`config.mk`:
```
export PLATFORM = sky130hd
export DESIGN_NAME = booth_seq_mult
export DESIGN_NICKNAME = d
export VERILOG_FILES = /design/src/rtl/booth_pkg.sv /design/src/rtl/booth_recode.sv /design/src/rtl/booth_seq_mult.sv
export SDC_FILE = /design/constraint.sdc
export NUM_CORES = 1
export LEC_CHECK = 0
export BUFFER_PORTS_ARGS = -buffer_cell sky130_fd_sc_hd__buf_2
export CORE_UTILIZATION = 55
export CTS_CLUSTER_SIZE = 25
export DETAILED_ROUTE_END_ITERATION = 16
export HOLD_SLACK_MARGIN = 0.15
export PLACE_DENSITY = 0.77
export SLEW_MARGIN = 25
export SYNTH_ARGS = -nofsm -noshare
export SYNTH_HDL_FRONTEND = slang
export SYNTH_SLANG_ARGS = --single-unit
```
`constraint.sdc`:
```
create_clock -name i_clk -period 8.7 [get_ports i_clk]
set_clock_uncertainty 0.2 [all_clocks]
set_input_delay 2.61 -clock i_clk [delete_from_list [all_inputs] [get_ports i_clk]]
set_output_delay 2.61 -clock i_clk [all_outputs]
set_load 0.02 [all_outputs]
```
`src/rtl/booth_pkg.sv`:
```
// booth_pkg: shared state/recode types and step-count helper for booth_seq_mult
package booth_pkg;

  typedef enum logic [1:0] {IDLE, RUN, DONE} state_t;

  typedef enum logic [2:0] {NOP, ADD_M, SUB_M, ADD_2M, SUB_2M} op_t;

  // Number of recode/add/shift steps for one product
  function automatic int step_count(input int width, input bit radix4);
    return radix4 ? (width + 2) / 2 : width + 1;
  endfunction

endpackage

```
`src/rtl/booth_recode.sv`:
```
// booth_recode: Booth digit recoder, radix-4 triples when BOOTH_RADIX4_EN is defined, else radix-2 pairs
module booth_recode
  import booth_pkg::*;
(
`ifdef BOOTH_RADIX4_EN
  input  logic [2:0] i_bits,
`else
  input  logic [1:0] i_bits,
`endif
  output op_t        o_op
);

`ifdef BOOTH_RADIX4_EN
  // {q1, q0, q_m1} -> digit in {0, +-M, +-2M}
  always_comb
    case (i_bits)
      3'b001, 3'b010: o_op = ADD_M;
      3'b011:         o_op = ADD_2M;
      3'b100:         o_op = SUB_2M;
      3'b101, 3'b110: o_op = SUB_M;
      default:        o_op = NOP;
    endcase
`else
  // {q0, q_m1}: 10 starts a run of ones (subtract), 01 ends it (add)
  always_comb
    o_op = i_bits == 2'b10 ? SUB_M : i_bits == 2'b01 ? ADD_M : NOP;
`endif

endmodule

```
`src/rtl/booth_seq_mult.sv`:
```
// booth_seq_mult: sequential Booth multiplier, signed/unsigned per operation; radix-4 when BOOTH_RADIX4_EN is defined
module booth_seq_mult
  import booth_pkg::*;
#(
  parameter int WIDTH = 32,
  parameter int CNT_W = $clog2(WIDTH + 2)
)(
  input  logic               i_clk,
  input  logic               i_rst,
  input  logic               i_start,
  input  logic               i_signed,
  input  logic [WIDTH-1:0]   i_multiplicand,
  input  logic [WIDTH-1:0]   i_multiplier,
  output logic               o_busy,
  output logic               o_done,
  output logic [2*WIDTH-1:0] o_result
);

`ifdef BOOTH_RADIX4_EN
  localparam bit R4 = 1'b1;
`else
  localparam bit R4 = 1'b0;
`endif
  localparam int XW = R4 ? WIDTH + 2 : WIDTH + 1;
  localparam int SH = R4 ? 2 : 1;
  localparam int FW = 2 * XW + 1;
  localparam logic [CNT_W-1:0] STEPS = CNT_W'(step_count(WIDTH, R4));

  generate
    if (WIDTH < 4) begin : g_bad_width
      $error("booth_seq_mult: WIDTH must be at least 4");
    end
    if (R4 && (WIDTH % 2 != 0)) begin : g_odd_width
      $error("booth_seq_mult: WIDTH must be even for radix-4");
    end
  endgenerate

  state_t           r_state;
  logic [XW-1:0]    r_a;
  logic [XW-1:0]    r_q;
  logic [XW-1:0]    r_m;
  logic             r_qm1;
  logic [CNT_W-1:0] r_cnt;
  logic             r_busy;
  logic             r_done;
  logic [2*WIDTH-1:0] r_result;

  op_t              w_op;
  logic [XW-1:0]    w_m2;
  logic [XW-1:0]    w_addend;
  logic [XW-1:0]    w_sum;
  logic [FW-1:0]    w_shift;
  logic [XW-1:0]    w_mx;
  logic [XW-1:0]    w_qx;

`ifdef BOOTH_RADIX4_EN
  logic [2:0] w_bits;
  assign w_bits = {r_q[1:0], r_qm1};
`else
  logic [1:0] w_bits;
  assign w_bits = {r_q[0], r_qm1};
`endif

  booth_recode u_recode (
    .i_bits (w_bits),
    .o_op   (w_op)
  );

  assign w_mx = {{(XW-WIDTH){i_signed & i_multiplicand[WIDTH-1]}}, i_multiplicand};
  assign w_qx = {{(XW-WIDTH){i_signed & i_multiplier[WIDTH-1]}}, i_multiplier};
  assign w_m2 = {r_m[XW-2:0], 1'b0};

  // select the partial-product term for the current Booth digit
  always_comb
    w_addend = w_op == ADD_M  ? r_m  :
               w_op == SUB_M  ? -r_m :
               w_op == ADD_2M ? w_m2 :
               w_op == SUB_2M ? -w_m2 : '0;

  assign w_sum   = r_a + w_addend;
  assign w_shift = $signed({w_sum, r_q, r_qm1}) >>> SH;

  // control FSM and datapath: load on an accepted start, one Booth step per RUN cycle
  always_ff @(posedge i_clk or posedge i_rst)
    if (i_rst) begin
      r_state  <= IDLE;
      r_a      <= '0;
      r_q      <= '0;
      r_m      <= '0;
      r_qm1    <= 1'b0;
      r_cnt    <= '0;
      r_busy   <= 1'b0;
      r_done   <= 1'b0;
      r_result <= '0;
    end else if (r_state == RUN) begin
      r_a   <= w_shift[FW-1 -: XW];
      r_q   <= w_shift[XW:1];
      r_qm1 <= w_shift[0];
      r_cnt <= r_cnt - CNT_W'(1);
      if (r_cnt == CNT_W'(1)) begin
        r_state  <= DONE;
        r_busy   <= 1'b0;
        r_done   <= 1'b1;
        r_result <= w_shift[2*WIDTH:1];
      end
    end else begin
      r_done <= 1'b0;
      if (i_start) begin
        r_state <= RUN;
        r_busy  <= 1'b1;
        r_a     <= '0;
        r_q     <= w_qx;
        r_m     <= w_mx;
        r_qm1   <= 1'b0;
        r_cnt   <= STEPS;
      end else begin
        r_state <= IDLE;
      end
    end

  assign o_busy   = r_busy;
  assign o_done   = r_done;
  assign o_result = r_result;

endmodule

```
[Yosys cells after proc, flatten, opt, wreduce, memory -nomap -nowiden]
Cells that the tools add are included.
Operators by class
  equal/unequal tests: 9
  bitwise operators: 3
  reductions and logical operators: 4
  multiplexer cells: 22
  add/subtract/negate cells: 4
Operator list (count)
  33-bit two-way mux: 8
  33-bit negator: 2
  33-bit adder: 1
  6-bit two-way mux: 2
  1-bit two-way mux: 9
  3-bit by 2-bit == test with 1-bit output (second input constant): 2
  6-bit by 1-bit == test with 1-bit output (second input constant): 1
  2-bit AND reduction: 3
  6-bit by 1-bit subtractor with 6-bit output (second input constant): 1
  2-bit by 1-bit == test with 1-bit output (second input constant): 2
  2-bit two-way mux: 2
  3-bit by 1-bit == test with 1-bit output (second input constant): 1
  3-bit == test (second input constant): 1
  3-bit two-way mux: 1
  1-bit AND: 2
  2-bit == test (second input constant): 1
  2-bit by 1-bit != test with 1-bit output (second input constant): 1
  2-bit nonzero test: 1
  1-bit inverter: 1
Storage, ports and cells
  register bits after elaboration: 174
  output and inout port bits: 66
  input port bits: 68
  word-level logic and storage cells: 51

[Longest topological paths before layout]
Gate-level depths: netlist of run 1.
  depth in word-level cells: 10
  mapped depth: 18
  gate-level depth less buffers: 18

[Hierarchy]
Synthesis of run 1 repeated with hierarchy kept, for this count alone.
Second synthesis, totals
  cells, all modules: 1160
  area, all modules: 10203.5 µm²
By module, submodules not included
  booth_seq_mult: area an instance 10177.3 µm², sequential area each 4304.1 µm², cells each 1156, instances 1
  booth_recode: area an instance 26.3 µm², sequential area each 0.0 µm², cells each 4, instances 1

[Worst setup path after synthesis of run 1]
No wires, ideal clock.
  kind: reg-to-reg
  start point: register r_m[0]
  end point: register r_a[31]
  stages on the path, launching flop included: 16
  path buffers: 0
  data required time: 8.368 ns
  setup time: 0.132 ns
  slack: 4.201 ns
  period minus slack after synthesis: 4.499 ns
  arrival: 4.167 ns
  cell sequence: dfrtp_1 > or4_4 > and4bb_2 > nand4b_4 > or3_4 > or3_4 > or3_1 > xor2_1 > a22o_1 > ha_1 > nand3_1 > or4_1 > o21a_1 > a21oi_1 > o31a_1 > nand3_1
On the way
  word-level cells in the longest chain between the ends: 7
  elaborated cells on any way between the ends: 8
  classes of those cells: add/sub: 3; mux: 5
Ends and longest elaborated chain
  start: declaration: line booth_seq_mult.sv:41  | logic [XW-1:0] r_m;
  start signal: assignment: line booth_seq_mult.sv:113  | r_m <= w_mx;
  33-bit negator: line booth_seq_mult.sv:78  | w_op == SUB_2M ? -w_m2 : '0;
  33-bit two-way mux: line booth_seq_mult.sv:78
  33-bit two-way mux: line booth_seq_mult.sv:77  | w_op == ADD_2M ? w_m2 :
  33-bit two-way mux: line booth_seq_mult.sv:76  | w_op == SUB_M ? -r_m :
  33-bit two-way mux *: line booth_seq_mult.sv:75  | w_addend = w_op == ADD_M ? r_m :
  33-bit adder *: line booth_seq_mult.sv:80  | assign w_sum = r_a + w_addend;
  33-bit two-way mux *: line booth_seq_mult.sv:95  | end else if (r_state == RUN) begin
  end signal: assignment: line booth_seq_mult.sv:96  | r_a <= w_shift[FW-1 -: XW];
  end: declaration: line booth_seq_mult.sv:39  | logic [XW-1:0] r_a;
Every way passes the cells marked *; elsewhere a longest branch is shown, timed or not.
A chain may end at the register's enable or synchronous reset.

[Worst setup path after layout of run 1]
Ends and elaborated chain as after synthesis.

==> results of run 1 <==
-- power breakdown --
group / switching [mW] / internal, mW
Combinational: 1.66 / 0.983
Clock: 0.347 / 0.444
Sequential: 0.323 / 1.21
Total: 2.33 / 2.63
-- through the flow --
step | utilization (%) | std cells
5_1_grt | 65.3 | 1397
3_5_place_dp | 61.5 | 1364
6_report | 65.3 | 1397
2_1_floorplan | - | 1058
3_3_place_gp | 61.5 | 1364
4_1_cts | 65.2 | 1396
-- how the worst max path moves through the flow --
stage          startpoint      end
2_1_floorplan       i_rst   o_busy
3_3_place_gp       r_m[0]  r_a[31]
3_5_place_dp       r_m[0]  r_a[31]
4_1_cts            r_m[0]  r_a[31]
5_1_grt            r_m[7]  r_a[31]
6_report           r_m[0]  r_a[31]
-- cells by family (layout without fill, tap and decap cells) --
| group | after synthesis | in the layout | share of synthesized area (%) |
|---|---|---|---|
| and+or+nand+nor | 416 | 416 | 19.7 |
| adders and majority gates | 36 | 36 | 4.86 |
| xor gates and xnor gates | 36 | 36 | 3.35 |
| AOI/OAI and AO/OA | 260 | 260 | 15.9 |
| buffers and inverters | 70 | 189 | 2.79 |
| muxes | 68 | 68 | 7.68 |
| DFF | 172 | 172 | 45.7 |
-- synthesized netlist by cell type, types with 4 or more instances --
master	instances	area share [%]
a211oi_1	8	0.64
a21o_1	6	0.48
a21oi_1	38	2.0
and2_1	6	0.40
and3_1	5	0.33
buf_1	5	0.20
clkbuf_1	50	2.0
dfrtp_1	172	46
ha_1	35	4.6
inv_1	13	0.52
mux2_1	26	3.1
mux2_2	8	0.96
mux2i_1	34	3.6
nand2_1	246	9.8
nand2b_1	7	0.46
nand3_1	45	2.4
nand4_1	7	0.46
nor2_1	38	1.5
nor2b_1	9	0.60
nor3_1	26	1.4
nor4_1	8	0.53
o21ai_0	91	4.8
o21ai_1	65	3.5
o22ai_1	4	0.27
o31ai_1	12	0.96
or3_1	6	0.40
or4_1	4	0.32
xnor2_1	15	1.4
xor2_1	21	2.0
-- layout make-up --
type	count	area (µm²)
fillers	1369	5770
flip-flops and latches	172	4300
inverters	15	61.3
multi-input cells	816	4870
clock buffers	19	443
well taps	220	275
repair buffers	142	753
clock inverters	13	168
-- per-layer routing --
| metal | global-route usage [%] | vias to the layer above | part of all wire (%) |
|---|---|---|---|
| met5 | 0 | - | 0 |
| met4 | 6.26 | 0 | 0.97 |
| met3 | 5.98 | 20 | 6.0 |
| met2 | 43.8 | 262 | 47 |
| met1 | 39.7 | 3796 | 46 |
| li1 | - | 3948 | - |
-- worst max-delay path: stages, from the launching register on --
cell and delay [ps]:
dfrtp_1 410, or4_4 560, and4bb_2 410, nand4b_4 140, or3_4 370, or3_4 410, or3_1 340, xor2_1 160
a22o_1 230, ha_1 360, nand3_1 110, or4_1 410, o21a_1 200, a21oi_1 180, o31a_1 170, nand3_1 80
-- flip-flops by register name, summed over array words and instances (netlist names) --
register	count
r_cnt	6
r_qm1	1
o_result	64
r_m	33
r_state	2
o_busy	1
r_q	33
r_a	32
==> summary.md, run 1 <==
| Metric | Value |
|---|---|
| Status | `finished, final reports clean` |
| EDFF count, synth | `0` |
| Worst setup EP type | `register` |
| R2R cell count | `15` |
| Drt wl/cell | `16.7 µm` |
| Clk sink count | `172` |
| Final setup margin | `between 3000 and 4000 ps` |
| Static Leak | `5.22 nW` |
| VDD IR max | `194 µV` |
| Synth Register Bits | `172` |
| Design Area, Final | `10900 µm²` |
| First-pass GRT wire length | `~39 mm` |
| Yosys warns | `0` |
| Final min period | `4870 ps` |
| Area post-placement | `between 10000 and 15000 µm²` |
| FP Rows | `between 40 and 50` |
| Gr usage total | `27.9%` |
| Setup bufs post-CTS | `0` |
| Core Footprint | `16600 µm²` |
| Via-per-instance ratio | `between 5 and 6` |
| Fin. max-slew vios | `0` |
| Layout cells sized above 1 | `16.5%` |
| Largest net degree at the start of global routing | `just over 100` |
| Min-delay src | `o_result[12]` |
| Clk slew on worst S/H paths | `70 ps` |
| DR iter-0 viols | `between 700 and 800` |
| CTS Root Cell | `clkbuf_16` |
| Commonest non-fill, non-tap cell in the layout | `nand2_1` |
| Critical path fanouts, max | `5` |
| DR pass1 iterations | `5` |
| Cts bufs inserted | `17` |
| Worst-case clock buffer depth | `2` |
| CTS resizes | `0` |
| Chip Height | `133 µm` |
| WS Path Type | `reg -> reg` |
| Via count | `8026` |
| Vias in the first global route | `about 7600` |
| Clk Latency, worst-skew pair | `440 ps` |
| Final hold violations | `0` |
| GR Overflow Total | `0` |
| Worst Setup Start Kind | `register` |
| FFs w/ async S/R, synth | `between 90% and 100%` |
| Worst slew pin tran | `989 ps` |
| RR Startpoint | `r_m[0]` |
| Total Power | `roughly 5.0 mW` |
| I/O Pins | `134` |
| Worst Hold End | `o_result[12]` |
| Period Utilization, post-route | `55.9%` |
| Buffers added on ports | `133` |
| Die span in x | `133 µm` |
| DRC violation count after routing | `0` |
| CTS tree | `done` |
| FF-to-FF setup slack | `~3800 ps` |
| WHS | `270 ps` |
| Unrepaired setup endpoints after global routing | `false` |
| Full die area | `around 18000 µm²` |
| Final WL | `23.4 mm` |
| Power Density | `457 nW/µm²` |
| Starting utilization of the core area | `56.6%` |
| Hold buffers post-CTS | `0` |
| Synth Area per Inst | `8.90 µm²` |
| Prevailing post-synth register cell | `dfrtp_1` |
| Maxcap violations | `0` |
| Syn_nets | `1162` |
| Fmax | `between 200 and 250 MHz` |
| Worst min-delay path category | `reg -> reg` |
| Most frequent cells in the layout | `245 x nand2_1, 172 x dfrtp_1, 133 x buf_2` |
| Place WS | `3940 ps` |
| Initial antenna violation count | `0` |
| Rel. slew slack | `33.5%` |
| Antenna viol nets, final | `0` |
| Unique masters post-synth | `60` |
| CP Data Required Time | `8820 ps` |
| Setup_tns | `0 ps` |
| Synth-to-Final Area Change | `15.4%` |
| Cell area after synthesis | `9420 µm²` |
| Post-synthesis sequential area ratio | `45.7%` |
| Worst Hold Path Cells | `2` |
| CP arrival | `4980 ps` |
| Cells after synthesis | `1058` |
| H-tree depth | `4` |
| Final setup violation count | `0` |
| R2R Path End | `r_a[31]` |
| GPL Wtd Cong | `0.935` |
| N_diodes | `0` |
| DP Wirelength | `around 16 mm` |
| Post-layout net count | `1268` |
(Power assumes the default switching activity.)
==> run 2: changes to the inputs <==
--- a/config.mk
+++ b/config.mk
@@ -6,11 +6,11 @@
 export NUM_CORES = 1
 export LEC_CHECK = 0
 export BUFFER_PORTS_ARGS = -buffer_cell sky130_fd_sc_hd__buf_2
-export CORE_UTILIZATION = 55
+export CORE_UTILIZATION = 52
 export CTS_CLUSTER_SIZE = 25
 export DETAILED_ROUTE_END_ITERATION = 16
 export HOLD_SLACK_MARGIN = 0.15
-export PLACE_DENSITY = 0.77
+export PLACE_DENSITY = 0.76
 export SLEW_MARGIN = 25
 export SYNTH_ARGS = -nofsm -noshare
 export SYNTH_HDL_FRONTEND = slang
==> constraint.sdc (replaced) <==
create_clock -name i_clk -period 4.1 [get_ports i_clk]
set_clock_uncertainty 0.2 [all_clocks]
set_input_delay 1.23 -clock i_clk [delete_from_list [all_inputs] [get_ports i_clk]]
set_output_delay 1.23 -clock i_clk [all_outputs]
set_load 0.02 [all_outputs]
==> run 2 against run 1 <==
- the flow now finishes with violations (negative setup slack)
- core utilization up 4.9 points
- highest routed layer unchanged
- largest cell class unchanged
- non-clock buffer count increased by 113
- final cell count increased by 8.4%
- clock-buffer cell count did not move
- worst hold slack barely moved
- clock power grew 110%
==> summary.md, run 2 (synthesis gave the netlist of run 1 again) <==
| Metric | Value |
|---|---|
| Final Instance Count excl. Fillers | `1515 (+8.4%)` |
| Comb pwr share | `61.5% (+8.2 points)` |
| Post-layout net count | `1381 (+8.9%)` |
| Design Area, Final | `12300 µm² (+13%)` |
| GPL Wtd Cong | `0.940 (+0.57%)` |
| Internal power | `6.71 mW (+150%)` |
| Worst slew pin tran | `945 ps (-43.7 ps)` |
| DRC violation count after routing | `0 (unchanged)` |
| Crit-path max cell delay | `540 ps (-20 ps)` |
| VDD IR max | `458 µV (+140%)` |
| DR iter-0 viols | `775 (-1.3%)` |
| DP Wirelength | `17.6 mm (+10%)` |
| Final setup violation count | `20 (+20)` |
| Layout cells sized above 1 | `31.3% (+15 points)` |
| Setup_tns | `-2770 ps (-2770 ps)` |
| Fillers | `1263 (-7.7%)` |
| Initial antenna violation count | `0 (unchanged)` |
| Worst min-delay path category | `reg -> reg` |
| CTS Root Cell | `clkbuf_16` |
| Full die area | `18700 µm² (+5.7%)` |
| Cts bufs inserted | `17 (unchanged)` |
| Clk pwr share | `13.0% (-2.9 points)` |
| Clk Latency, worst-skew pair | `440 ps (about the same)` |
| Area post-placement | `11000 µm² (+7.5%)` |
| Fmax | `226 MHz (+9.9%)` |
| Final hold violations | `0 (unchanged)` |
| DR pass1 iterations | `6 (+1)` |
| WS Path Type | `reg -> reg` |
| Power Density | `1020 nW/µm² (+120%)` |
| Fin. max-slew vios | `0 (unchanged)` |
| Number of flip-flops under the largest register name | `64 (unchanged)` |
| Die span in x | `137 µm (+2.8%)` |
| Clk sink count | `172 (unchanged)` |
| Worst setup EP type | `register` |
| Buffers added on ports | `133 (unchanged)` |
| Antenna viol nets, final | `0 (unchanged)` |
| Seq pwr share | `25.5% (-5.3 points)` |
| Final setup margin | `-329 ps (-4160 ps)` |
| Place WS | `-439 ps (-4370 ps)` |
| Rel. slew slack | `37.0% (+3.5 points)` |
| N_diodes | `0 (unchanged)` |
| GR Overflow Total | `0 (unchanged)` |
| Cell type of the slowest stage on the worst timing path | `or4_4` |
| Status | `finished with violations` |
| Chip Height | `137 µm (+2.8%)` |
| Via count | `8711 (+8.5%)` |
| Largest net degree at the start of global routing | `125 (+24%)` |
| I/O Pins | `134 (unchanged)` |
| Switching power | `5.81 mW (+150%)` |
| Failing checks | `negative setup slack` |
| Commonest non-fill, non-tap cell in the layout | `nand2_1` |
| Vias in the first global route | `8181 (+7.2%)` |
| WHS | `270 ps (-0.269 ps)` |
| Worst Setup Start Kind | `register` |
| Unrepaired setup endpoints after global routing | `true` |
| First-pass GRT wire length | `40.9 mm (+5.0%)` |
| Gr usage total | `28.3% (+0.43 points)` |
| Period Utilization, post-route | `108% (+52 points)` |
| Starting utilization of the core area | `53.9% (-2.7 points)` |
| Synth-to-Final Area Change | `30.3%` |
| Final WL | `26.1 mm (+12%)` |
| Via-per-instance ratio | `5.75 (about the same)` |
| H-tree depth | `4 (unchanged)` |
| Maxcap violations | `0 (unchanged)` |
| CTS tree | `done` |
| Clk slew on worst S/H paths | `80 ps (about the same)` |
| Most frequent cells in the layout | `241 x nand2_1, 172 x dfrtp_1, 133 x buf_2` |
| Drt wl/cell | `17.2 µm (+2.9%)` |
| Worst-case clock buffer depth | `2 (unchanged)` |
| Switching share of power | `46.4% (-0.56 points)` |
| Dpl cells | `1465 (+7.4%)` |
| CP most frequent cell | `buf_4` |
| Core Footprint | `17500 µm² (+5.0%)` |
| CP arrival | `4530 ps (-450 ps)` |
| Hold buffers post-CTS | `0 (unchanged)` |
| Critical path fanouts, max | `4 (-1)` |
| Crit path cell chain | `or4_4 > and4bb_4 > nand4b_4 > or3_4 > or3_4 > buf_4 > o21ai_2 > nand2_1 > o21ai_2 > ha_4 > buf_4 > buf_4 > nand4_1 > a21oi_2 > a2111oi_2 > o21bai_1 > xnor2_1 > o21ai_0` |
| CP Data Required Time | `4200 ps (-4620 ps)` |
| Static Leak | `5.90 nW (+13%)` |
| FP Rows | `48 (+2.1%)` |
| Final min period | `4430 ps (-437 ps)` |
## run 2: changes by cell type in the layout (fill, tap and decap cells not counted), sizes merged
| cell | previous run | this run |
|---|---|---|
| buf | 142 | 255 |
| clkinvlp | 1 | 2 |
| clkinv | 1 | 2 |
| bufinv | 2 | 0 |
## run 2: layer usage
metal,vias up,wire length (µm),track usage (%)
met5,-,0,0
met4,0,592,9.88
met3,57,1760,5.52
met2,319,12300,44.3
met1,4171,11500,39.2
li1,4164,-,-
## run 2: cell type report
| type | count | area [µm²] | share of cell area [%] |
|---|---|---|---|
| clock buffer | 19 | 453 | 3.69 |
| tap | 225 | 282 | 2.29 |
| timing repair buffer | 255 | 1610 | 13.1 |
| multi-input combinational | 816 | 5430 | 44.2 |
| inverter | 15 | 65.1 | 0.530 |
| clock inverter | 13 | 140 | 1.14 |
| sequential | 172 | 4300 | 35.1 |
## run 2: critical path: cells and delay by family, from the launching register on
kind,cells,cell delay [ps]
AOI/OAI and AO/OA,6,920
xor gates and xnor gates,1,230
adders and majority gates,1,250
buffers and inverters,3,400
DFF,1,380
and+or+nand+nor,7,1910
## run 2: worst paths after layout
| check | cells after the start | slack (ps) | start | end |
|---|---|---|---|---|
| min in group asynchronous | 2 | 460 | i_rst | o_result[35] |
| max reg2reg | 18 | -330 | r_m[0] | r_a[30] |
| min | 2 | 270 | o_result[15] | o_result[15] |
| max in group asynchronous | 3 | 2370 | i_rst | r_m[26] |
| max | 18 | -330 | r_m[0] | r_a[30] |
| min reg2reg | 2 | 270 | o_result[15] | o_result[15] |
## run 2: what timing repair did
item,in CTS,in global routing
endpoints found under the setup margin,31,37
resized for setup,37,95
setup buffers,9,10
pin swaps,27,48
## run 2: per-stage QoR
step | power [mW] | utilization (%)
after floorplan | 7.31 | -
after global placement | 9.48 | 63.0
after detailed placement | 9.74 | 63.0
after CTS | 11.6 | 67.5
after global routing | 13.4 | 70.3
final | 12.5 | 70.3
## run 2: power by group through the flow
stage               combinational, mW  sequential, mW  clock, mW
finish                           7.70            3.19       1.63
CTS                              6.83            3.16       1.65
floorplan                        3.88            3.44          0
detailed placement               6.58            3.17          0
global route                     8.37            3.30       1.72
global placement                 6.35            3.14          0
